===== src/rtl/timing_decode.sv =====
// Basic-computer timing and control front end: run/halt FSM, sequence counter, T/D decode, IR.
// Define SINGLE_STEP_EN to add the step input and the STEP state.
module timing_decode (
   input  logic        clk,
   input  logic        rst,
   input  logic        start,
   input  logic        halt_req,
   input  logic        clrsc,
   input  logic        ldir,
`ifdef SINGLE_STEP_EN
   input  logic        step,
`endif
   input  logic [7:0]  bus_in,
   output logic [7:0]  T,
   output logic [7:0]  D,
   output logic        I,
   output logic [7:0]  B,
   output logic [7:0]  ir,
   output logic [2:0]  sc,
   output logic        running,
   output logic [15:0] instr_count,
   output logic        sc_wrap_err
);

`ifdef SINGLE_STEP_EN
   typedef enum logic [1:0] {S_IDLE, S_RUN, S_HALT, S_STEP} state_t;
`else
   typedef enum logic [1:0] {S_IDLE, S_RUN, S_HALT} state_t;
`endif

   state_t      r_state;
   logic [2:0]  r_sc;
   logic [7:0]  r_ir;
   logic [15:0] r_cnt;
   logic        r_err;
   logic        w_active;
   logic [7:0]  w_t;

`ifdef SINGLE_STEP_EN
   assign w_active = (r_state == S_RUN) || (r_state == S_STEP);
`else
   assign w_active = (r_state == S_RUN);
`endif

   always_ff @(posedge clk) begin
      if (rst) begin
         r_state <= S_IDLE;
         r_sc    <= '0;
         r_ir    <= '0;
         r_cnt   <= '0;
         r_err   <= 1'b0;
      end else begin
         case (r_state)
            S_IDLE: if (start) r_state <= S_RUN;
            S_HALT: begin
               if (start) r_state <= S_RUN;
`ifdef SINGLE_STEP_EN
               else if (step) r_state <= S_STEP;
`endif
            end
            S_RUN:  if (clrsc && halt_req) r_state <= S_HALT;
`ifdef SINGLE_STEP_EN
            S_STEP: if (clrsc) r_state <= S_HALT;
`endif
            default: r_state <= S_IDLE;
         endcase

         // SC and IR only move while an instruction stream is active
         if (w_active) begin
            if (clrsc) begin
               r_sc  <= '0;
               r_cnt <= r_cnt + 16'd1;
            end else begin
               r_sc <= r_sc + 3'd1;
               if (r_sc == 3'd7) r_err <= 1'b1;
            end
            if (ldir) r_ir <= bus_in;
         end
      end
   end

   always_comb begin
      w_t = '0;
      if (w_active) w_t[r_sc] = 1'b1;
   end

   assign T           = w_t;
   assign D           = 8'h01 << r_ir[6:4];
   assign I           = r_ir[7];
   assign B           = {4'b0000, r_ir[3:0]};
   assign ir          = r_ir;
   assign sc          = r_sc;
   assign running     = w_active;
   assign instr_count = r_cnt;
   assign sc_wrap_err = r_err;

endmodule


===== config.mk =====
export PLATFORM = sky130hd
export DESIGN_NAME = timing_decode
export DESIGN_NICKNAME = d
export VERILOG_FILES = /design/src/rtl/timing_decode.sv
export SDC_FILE = /design/constraint.sdc
export NUM_CORES = 1
export LEC_CHECK = 0
export ABC_AREA = 1
export ABC_CLOCK_PERIOD_IN_PS = 1700
export CAP_MARGIN = 20
export CORE_UTILIZATION = 42
export DETAILED_ROUTE_END_ITERATION = 8
export PLACE_DENSITY = 0.8
export SKIP_LAST_GASP = 1
export SLEW_MARGIN = 10
export SYNTH_ARGS = -nofsm -noshare
export SYNTH_HDL_FRONTEND = slang
export SYNTH_SLANG_ARGS = --single-unit

===== constraint.sdc =====
create_clock -name clk -period 1.7 [get_ports clk]
set_clock_uncertainty 0.1 [all_clocks]
set_input_delay 0.34 -clock clk [delete_from_list [all_inputs] [get_ports clk]]
set_output_delay 0.34 -clock clk [all_outputs]
set_load 0.02 [all_outputs]

Word level (Yosys, flattened, before mapping)
Index checks and enable logic that the tools add are counted.
{ "totals": {"ff_bits": 30, "output_inout_bits": 54, "wordCells": 31} }
{ "classes": {"add_sub_neg": 2, "n_lt_le_gt_ge": 2, "eq_ne": 5, "n_shift": 1, "n_mux": 7, "bitwise": 1, "n_reduce_logical": 8} }
{ "op_table": {"columns": ["operator", "n"], "rows": [
  ["$add A16 B1 Y16 const B", 1],
  ["$mux W8", 1],
  ["$shl A1 B3 Y8 const A", 1],
  ["$reduce_and A2 Y1", 3],
  ["$lt A3 B4 Y1 const B", 1],
  ["$mux W2", 2],
  ["$ne A2 B1 Y1 const B", 2],
  ["$pmux W2 S2", 1],
  ["$add A3 B1 Y3 const B", 1],
  ["$demux W1 S3", 1],
  ["$eq A3 B3 Y1 const B", 1],
  ["$ge A3 B1 Y1 const B", 1],
  ["$mux W3", 1],
  ["$reduce_and A3 Y1", 1],
  ["$eq A2 B1 Y1 const B", 1],
  ["$eq A2 B2 Y1 const B", 1],
  ["$logic_and A1 B1 Y1", 2],
  ["$logic_not A2 Y1", 1],
  ["$reduce_or A2 Y1", 1],
  ["$mux W1", 1],
  ["$not A1 Y1", 1]
]} }

Depth between registers and ports, before layout
{ "depth": {"word_depth": 5, "mapped_depth": 8, "mapped_depth_nobuf": 8} }

Worst setup path after synthesis
OpenSTA, ideal clock, no wires.
{ "synth_path": {"path_kind": "register to output", "start": "reg r_ir[4], in the netlist ir[4]", "end": "out D[7]", "t_arrival_ns": 1.152, "t_required_ns": 1.260, "path_slack_ns": 0.108, "path_stages_with_launch": 3, "path_buffers": 0, "path_cell_list": "dfxtp_1 inv_1 nor3_1"} }
{ "synth_via": {"elab_chain_cells": 1} }
{ "synth_lines": {"columns": ["element", "line_no", "text"], "rows": [
  ["start: declaration", "33", "logic [7:0] r_ir;"],
  ["start signal: assignment", "77", "if (ldir) r_ir <= bus_in;"],
  ["$shl A1 B3 Y8", "88", "assign D = 8'h01 << r_ir[6:4];"],
  ["end: declaration", "15", "output logic [7:0] D,"]
]} }
Every way passes these cells.

Final worst setup path
{ "layout_path": {"start": "reg r_state[1]", "end": "out T[7]"} }
{ "layout_via": {"elab_chain_cells": 2} }
{ "layout_lines": {"columns": ["element", "line_no", "text"], "rows": [
  ["start: declaration", "31", "state_t r_state;"],
  ["start signal: assignment", "47", "r_state <= S_IDLE;"],
  ["start signal: assignment", "54", "S_IDLE: if (start) r_state <= S_RUN;"],
  ["start signal: assignment", "56", "if (start) r_state <= S_RUN;"],
  ["$eq A2 B1 Y1", "42", "assign w_active = (r_state == S_RUN);"],
  ["$mux W8", "84", "if (w_active) w_t[r_sc] = 1'b1;"],
  ["end: declaration", "14", "output logic [7:0] T,"]
]} }
Every way passes these cells.

==> results.cfg <==
[status]
status = finished clean

[route]
routed-via-count = 1737
wl_per_cell_um = 11.7
drt_pass1_iterations = 4
drt-initial-drc-count = 43
viasPerCell = 4.93
wirelength_um = 4110
drc = 0
ant_nets = 0

[power]
power_density_nw_per_um2 = 667
totalPowerFinal_mw = 1.54
leakage_nw = 1.13
peakVddDrop_mv = 0.642

[yosys]
async_reset_ff_frac = 0
synth.top_cell.area_share = 0.390
netlist_instances = 226
ys.flop_type = dfxtp_1
synth_area_per_cell_um2 = 6.82
ys_ff_latch = 30
synthTopCellsByArea = dfxtp_1 39%, nand2_1 11%, a21oi_1 8.1%, nor2_1 8.0%, inv_1 6.3%
synth_area_leader_cell = dfxtp_1
syn_area_um2 = 1540
synthTopCellsByCount = 46 x nand2_1, 33 x nor2_1, 30 x dfxtp_1, 26 x inv_1, 25 x a21oi_1
yosysSeqAreaShare = 0.390
yosysUniqueCellTypes = 23
yosys_warnings = 0
synth_most_common_cell = nand2_1
synth-edff-count = 0

[floorplanning]
initial_utilization = 0.451
dieWidth_um = 62.6
dieArea_um2 = 3920
dieHeight_um = 62.6
rows = 21
io_pins = 68
core_area_um2 = 3420

[grt]
overflow = 0
track_usage = 0.216
grt_first_pass_wirelength_um = 6710
grt_max_degree = 16
grt_pass1_vias = 1510
antenna_found_initial = 0

[placement]
dp_hpwl_um = 3080
port_buffers = 63
gp_congestion = 0.857

[sta]
setup_viol = 0
tns_ps = 0
drv_slew = 0
final_hold_viol_count = 0
max_freq_mhz = 605
post-route-min-period_ps = 1650
period_share = 0.972
rsz0062_at_grt = yes

[clock_network]
clk_pin_slew_ps = 90
numClockSinks = 30
ctsHoldBuffers = 0
insertion_delay_ps = 340
cts_inserted_buffers = 5
tritoncts = done
cts.htree.levels = 2
clockRootBuffer = clkbuf_4
clk_path_buf_depth = 2

[critical_path]
cp-end-kind = output port
worstSetupStartpointType = flip-flop
critPathKind = reg2out
cp_max_fo = 4
worstPathRequired_ps = 1260
cp.arrival_ps = 1210

[final_layout]
antennaDiodeCount = 0
drive_gt1_frac = 0.203
nets = 322
syn_to_final_growth_pct = 49.9

[worst_hold_path]
worstHoldPathType = reg2reg

[flow_run]
drv_cap = 0
-- repair_timing --
item,CTS,global route
setup endpoints to repair,50,15
resized for setup,107,27
buffers inserted,0,1
pin swaps,0,2
-- cells by family after synthesis --
kind of cell    synth area share
xor+xnor                 0.00568
flops                      0.390
fa+ha+maj                 0.0244
other cells              0.00243
compound gates             0.118
simple gates               0.335
buf+inv                    0.125
-- cell type report --
class / instances / area, um^2
clock inverter: 3 / 40.0
tap: 46 / 57.6
inverter: 27 / 101
sequential: 30 / 606
fill: 322 / 1100
clock buffer: 5 / 37.5
multi-input combinational: 159 / 797
timing repair buffer: 82 / 672
-- worst max-delay path, stage by stage (launching register included) --
cell and delay (ps):
dfxtp_2 330, inv_2 60, nand2_4 60, nor2_4 110
inv_2 50, nor2_1 100, buf_4 160
-- placed cells by master (no fill, tap or decap), drive strengths merged, types with 3 or more instances in the layout --
cell / count
o21ai: 7
conb: 4
dfxtp: 30
buf: 35
ha: 3
clkbuf: 6
dlygate4sd2: 32
inv: 27
clkdlybuf4s50: 13
a21oi: 25
nand3: 13
nand4: 6
nor3: 14
nor2: 35
nand2: 48
-- stage by stage --
stage / hold slack [ps] / std cells / area, um^2 / worst slack, ps / utilization
after global routing: 418 / 352 / 2310 / -40.7 / 0.677
after global placement: 352 / 343 / 2280 / -46.8 / 0.669
after floorplan: 387 / 229 / 1550 / 108 / -
final: 369 / 352 / 2310 / 47.1 / 0.677
after CTS: 376 / 351 / 2260 / -197 / 0.661
after detailed placement: 358 / 343 / 2280 / -134 / 0.669
-- metal layers --
metal,part of all wire,up-vias,GRT usage
met5,0,-,0
met4,0.024,0,0.113
met3,0.045,11,0.0474
met2,0.48,46,0.364
met1,0.45,798,0.254
li1,-,882,-
-- path summary, 6_finish.rpt --
check                                        to  cells past startpoint           start  slack [ps]
worst max-delay path                       T[7]                      6      r_state[1]          50
worst min-delay path                sc_wrap_err                      2     sc_wrap_err         370
worst max register to register  instr_count[12]                      7  instr_count[1]         220
worst min register to register      sc_wrap_err                      2     sc_wrap_err         370
-- flip-flops by register name (all words and copies together) (netlist names) --
register,flops
r_state,2
instr_count,16
sc_wrap_err,1
ir,8
sc,3
-- where the power goes --
group | total [mW] | switching (mW) | internal, mW
clock network | 0.565 | 0.261 | 0.304
registers | 0.733 | 0.0132 | 0.719
logic | 0.245 | 0.143 | 0.102
total | 1.54 | 0.417 | 1.13
No activity file was read; power rests on OpenSTA's default activity.
